$ cat src/rtl/wbr_test_sequencer.sv
// ---------------------------------------------------------------------------
// wbr_test_sequencer
//
// Sequences the wrapper boundary register (WBR) chains of one wrapped core.
// Each accepted test request produces a serial shift, an apply (hold) phase,
// a single capture cycle and a one-cycle done pulse. The control outputs
// drive the input-cell and output-cell groups of the WBR.
//
// Cell control encoding:
//   wse=1            shift
//   wse=0, hold=0    capture / functional
//   wse=0, hold=1    hold
//
// Ports:
//   CLK           rising-edge clock
//   resetn        synchronous, active-low reset
//   test_mode     1 = wrapper in test mode (IDLE holds the cell contents)
//   start         request one sequence; sampled only in IDLE
//   mode          01 INTEST, 10 EXTEST; 00/11 are illegal
//   shift_len     shift cycles for this sequence; 0 selects CHAIN_LEN
//   abort         terminate the current sequence
//   wse_inputs    shift enable, input-cell group
//   hold_inputs   hold, input-cell group
//   wse_outputs   shift enable, output-cell group
//   hold_outputs  hold, output-cell group
//   busy          high in every state except IDLE
//   done          one-cycle pulse at the end of a completed sequence
//   err           one-cycle pulse on illegal mode or abort
// ---------------------------------------------------------------------------
module wbr_test_sequencer #(
    parameter int CHAIN_LEN = 9,
    parameter int CNT_W     = 4,
    parameter int APPLY_CYC = 2
) (
    input  logic             CLK,
    input  logic             resetn,
    input  logic             test_mode,
    input  logic             start,
    input  logic [1:0]       mode,
    input  logic [CNT_W-1:0] shift_len,
    input  logic             abort,
    output logic             wse_inputs,
    output logic             hold_inputs,
    output logic             wse_outputs,
    output logic             hold_outputs,
    output logic             busy,
    output logic             done,
    output logic             err
);

    localparam int APPLY_W = (APPLY_CYC > 1) ? $clog2(APPLY_CYC) : 1;
    localparam logic [CNT_W-1:0]   CHAIN_LAST = CNT_W'(CHAIN_LEN - 1);
    localparam logic [APPLY_W-1:0] APPLY_LAST = APPLY_W'(APPLY_CYC - 1);
    localparam logic [1:0] MODE_INTEST = 2'b01;
    localparam logic [1:0] MODE_EXTEST = 2'b10;

    typedef enum logic [2:0] {
        S_IDLE,
        S_SHIFT,
        S_APPLY,
        S_CAPTURE,
        S_DONE
    } state_t;

    state_t             state_reg, state_next;
    logic [CNT_W-1:0]   cnt_reg, cnt_next;
    logic [APPLY_W-1:0] apply_cnt_reg, apply_cnt_next;
    logic [1:0]         mode_reg, mode_next;

    logic wse_next;
    logic hold_in_next;
    logic hold_out_next;
    logic busy_next;
    logic done_next;
    logic err_next;

    logic mode_legal;
    assign mode_legal = (mode == MODE_INTEST) || (mode == MODE_EXTEST);

    // Next state, counters and the registered-output values. Outputs are
    // decoded from the state being entered so that they line up with it.
    always_comb begin
        state_next     = state_reg;
        cnt_next       = cnt_reg;
        apply_cnt_next = apply_cnt_reg;
        mode_next      = mode_reg;
        err_next       = 1'b0;

        case (state_reg)
            S_IDLE: begin
                if (start) begin
                    if (mode_legal) begin
                        state_next = S_SHIFT;
                        mode_next  = mode;
                        // Counter holds "remaining cycles minus one".
                        cnt_next   = (shift_len == '0) ? CHAIN_LAST
                                                       : shift_len - CNT_W'(1);
                    end else begin
                        err_next = 1'b1;
                    end
                end
            end
            S_SHIFT: begin
                if (cnt_reg == '0) begin
                    state_next     = S_APPLY;
                    apply_cnt_next = APPLY_LAST;
                end else begin
                    cnt_next = cnt_reg - CNT_W'(1);
                end
            end
            S_APPLY: begin
                if (apply_cnt_reg == '0) begin
                    state_next = S_CAPTURE;
                end else begin
                    apply_cnt_next = apply_cnt_reg - APPLY_W'(1);
                end
            end
            S_CAPTURE: state_next = S_DONE;
            S_DONE:    state_next = S_IDLE;
            default:   state_next = S_IDLE;
        endcase

        // Abort overrides every transition, including the last shift cycle.
        if (abort && (state_reg != S_IDLE)) begin
            state_next     = S_IDLE;
            cnt_next       = '0;
            apply_cnt_next = '0;
            err_next       = 1'b1;
        end

        wse_next      = 1'b0;
        hold_in_next  = 1'b0;
        hold_out_next = 1'b0;
        busy_next     = 1'b1;
        done_next     = 1'b0;
        case (state_next)
            S_IDLE: begin
                hold_in_next  = test_mode;
                hold_out_next = test_mode;
                busy_next     = 1'b0;
            end
            S_SHIFT: wse_next = 1'b1;
            S_APPLY: begin
                hold_in_next  = 1'b1;
                hold_out_next = 1'b1;
            end
            S_CAPTURE: begin
                // The group that captures releases its hold.
                hold_in_next  = (mode_next == MODE_INTEST);
                hold_out_next = (mode_next == MODE_EXTEST);
            end
            S_DONE: begin
                hold_in_next  = 1'b1;
                hold_out_next = 1'b1;
                done_next     = 1'b1;
            end
            default: busy_next = 1'b0;
        endcase
    end

    always_ff @(posedge CLK) begin
        if (!resetn) begin
            state_reg     <= S_IDLE;
            cnt_reg       <= '0;
            apply_cnt_reg <= '0;
            mode_reg      <= '0;
            wse_inputs    <= 1'b0;
            hold_inputs   <= 1'b0;
            wse_outputs   <= 1'b0;
            hold_outputs  <= 1'b0;
            busy          <= 1'b0;
            done          <= 1'b0;
            err           <= 1'b0;
        end else begin
            state_reg     <= state_next;
            cnt_reg       <= cnt_next;
            apply_cnt_reg <= apply_cnt_next;
            mode_reg      <= mode_next;
            wse_inputs    <= wse_next;
            hold_inputs   <= hold_in_next;
            wse_outputs   <= wse_next;
            hold_outputs  <= hold_out_next;
            busy          <= busy_next;
            done          <= done_next;
            err           <= err_next;
        end
    end

endmodule

$ cat config.mk
export PLATFORM = sky130hd
export DESIGN_NAME = wbr_test_sequencer
export DESIGN_NICKNAME = d
export VERILOG_FILES = /design/src/rtl/wbr_test_sequencer.sv
export SDC_FILE = /design/constraint.sdc
export NUM_CORES = 1
export LEC_CHECK = 0
export BUFFER_PORTS_ARGS = -buffer_cell sky130_fd_sc_hd__buf_2
export CAP_MARGIN = 10
export CORE_MARGIN = 5
export CORE_UTILIZATION = 53
export DETAILED_ROUTE_END_ITERATION = 8
export GPL_ROUTABILITY_DRIVEN = 0
export PLACE_DENSITY = 0.77
export SYNTH_ARGS = -nofsm -noshare
export SYNTH_HDL_FRONTEND = slang
export SYNTH_SLANG_ARGS = --single-unit
export TNS_END_PERCENT = 10
$ cat constraint.sdc
create_clock -name CLK -period 2.2 [get_ports CLK]
set_input_delay 0.44 -clock CLK [delete_from_list [all_inputs] [get_ports CLK]]
set_output_delay 0.44 -clock CLK [all_outputs]
set_load 0.005 [all_outputs]
==> metrics.csv <==
stage;metric;value;unit
cts;insertion_delay;0.29;ns
sta;fmax;548;MHz
die;die_w;52.8;um
cts;cts_resized;0;
sta;setup_tns;0;ns
die;die_y;52.8;um
global_route;first_global_vias;705;
sta;finalSetupViolCount;0;
sta;rsz0062_at_grt;false;
die;dieArea;2790;um2
layout;area_growth;11.4;%
die;core;1730;um2
yosys;ys.flop_type;dfxtp_1;
yosys;yosysWarnings;0;
worst_hold_path;hold_class;input port to flip-flop;
drt;drtIter0Drc;19;
yosys;netlist_area;970;um2
critical_path;arrival;2.02;ns
layout;final.fill_count;154;
sta;fin_skew;0.00422;ns
place;portBuffers;17;
drt;post-route-drc-count;0;
yosys;synth_largest_area_cell;dfxtp_1;
global_route;gr-usage-all-layers;14.8;%
layout;final_cell_mix;17 x buf_2, 16 x dfxtp_1, 9 x a21oi_1, 8 x o21ai_1;
critical_path;critPathRequiredTime;2.39;ns
power;sw_frac_of_total;30.0;%
power;ir_drop;0.467;mV
cts;htreeDepth;1;
sta;fin_crit;1.82;ns
drt;drtPass1Iterations;4;
critical_path;path_cells;inv_1 -> ha_1 -> or3b_1 -> a221oi_2 -> nor2_1 -> o21a_1;
yosys;synth-async-reset-ratio;0;%
yosys;ys_seq_elements;16;
critical_path;crit_path_start_kind;flip-flop;
yosys;avgSynthCellArea;9.06;um2
yosys;yosysSeqAreaShare;33.0;%
place;dpl.hpwl;1.42;mm
sta;worst_slew_pin_slew;0.506;ns
yosys;synthTopCellsByArea;dfxtp_1 33%, a21oi_1 4.6%, o21ai_1 4.1%, o21ai_0 3.1%, nor4b_2 3.1%;
critical_path;critical-path-max-stage-delay;0.41;ns
power;sequentialPowerShare;47.0;%
critical_path;cp_max_fo;4;
power;p_leak;0.433;nW
sta;slew_viol_final;0;
status;outcome;completed;
die;ios;18;
cts;clock_path_buffers;2;
drt;ant_nets;0;
cts;post-cts-setup-buffers;0;
power;p_clk_share;27.3;%
cts;clkTransAtPathRegs;0.10;ns
critical_path;worst-path-buf-inv;1;
drt;viasPerCell;5.54;
layout;num_antenna_cells;0;
yosys;ys_types;44;
layout;layout_commonest_cell;buf_2;
power;intPower;0.506;mW
sta;fin_crit_sh;82.9;%
power;power.switching;0.217;mW
yosys;synth_edf_count;0;
global_route;grt_pass1_wl;3.04;mm
power;power_density;670;nW/um2
drt;wire_per_inst;12.7;um
yosys;syn-num-nets;119;
run;drv_cap;0;
layout;largest_reg_flops;4;
cts;postCtsHoldBufs;0;
global_route;grt_antenna_before_repair;0;
cts;root_buffer;clkbuf_4;
layout;utilization;62.5;%
global_route;grt.overflow.total;0;
die;rows;15;
critical_path;worstSetupEndpointType;flip-flop;
power;finalPower;0.723;mW
layout;nets;135;
yosys;synth_top_area_share;33.0;%
critical_path;worstSetupPathType;flip-flop to flip-flop;
cts;cts_buffers;3;
cts;cts_num_sinks;16;
die;start_util;56.2;%
critical_path;slowest_stage;or3b_1;
sta;finalHoldViolCount;0;
layout;drive_gt1_share;28.7;%
yosys;synthCells;107;
sta;slew_headroom;66.2;%
cts;cts_tree;built;
critical_path;cp_top_family;compound AO/OA/AOI/OAI gates;
drt;num_vias;814;
drt;routed_wl;1.87;mm
global_route;grt_max_degree;13;
power;p_comb_share;25.7;%
[per-stage QoR]
step	instance area (um2)	cells	worst slack (ns)	hold WS, ns
floorplan	970	107	0.543	0.462
global placement	1040	143	0.485	0.478
detailed placement	1040	143	0.430	0.484
CTS	1080	147	0.415	0.454
global route	1080	147	0.265	0.455
finish	1080	147	0.375	0.454
[power by group through the flow]
stage / clock, mW / sequential, mW / combinational, mW
3_3_place_gp: 0 / 0.345 / 0.180
5_1_grt: 0.212 / 0.344 / 0.208
6_report: 0.197 / 0.340 / 0.186
3_5_place_dp: 0 / 0.346 / 0.185
2_1_floorplan: 0 / 0.338 / 0.148
4_1_cts: 0.200 / 0.340 / 0.186
[area by class of cell]
type	count	area [um2]	area share, %
Timing Repair Buffer	17	85.1	7.88
Clock buffer	4	36.3	3.36
Multi-Input combinational cell	82	596	55.2
Sequential cell	16	320	29.7
Inverter	3	11.3	1.04
Tap cell	25	31.3	2.90
[cells in the mapped netlist (2+ instances only)]
cell,count
inv_1,3
dfxtp_1,16
o21a_1,2
or4b_4,2
nor3_1,3
a21oi_1,9
and2_1,3
a21boi_1,2
buf_4,3
xor2_1,2
nor4b_2,2
nand2b_1,3
or3b_1,2
o21ai_1,8
o21ai_0,6
nor2_1,7
nand2_1,7
[worst paths after layout]
check / startpoint / to / slack, ns / cells past startpoint
min reg2reg: mode_reg[1] / mode_reg[1] / 0.50 / 2
max reg2reg: cnt_reg[0] / busy / 0.38 / 6
min: resetn / busy / 0.45 / 2
max: cnt_reg[0] / busy / 0.38 / 6
[per-layer routing]
layer / vias up / track usage [%] / part of all wire, %
li1: 423 / - / -
met1: 362 / 19.0 / 49
met4: 0 / 2.98 / 0.37
met3: 2 / 4.27 / 5.8
met2: 27 / 24.4 / 45
met5: - / 0 / 0
[cell families after synthesis]
| kind of cell | share of synthesized area [%] |
|---|---|
| AO/OA/AOI/OAI | 28.8 |
| XOR/XNOR | 1.81 |
| adder cells (fa/ha/maj) | 1.29 |
| buffers and inverters | 5.55 |
| flip-flops | 33.0 |
| multiplexers | 1.03 |
| AND/OR/NAND/NOR | 28.5 |
Note: power is estimated with default switching activity, not from simulation.
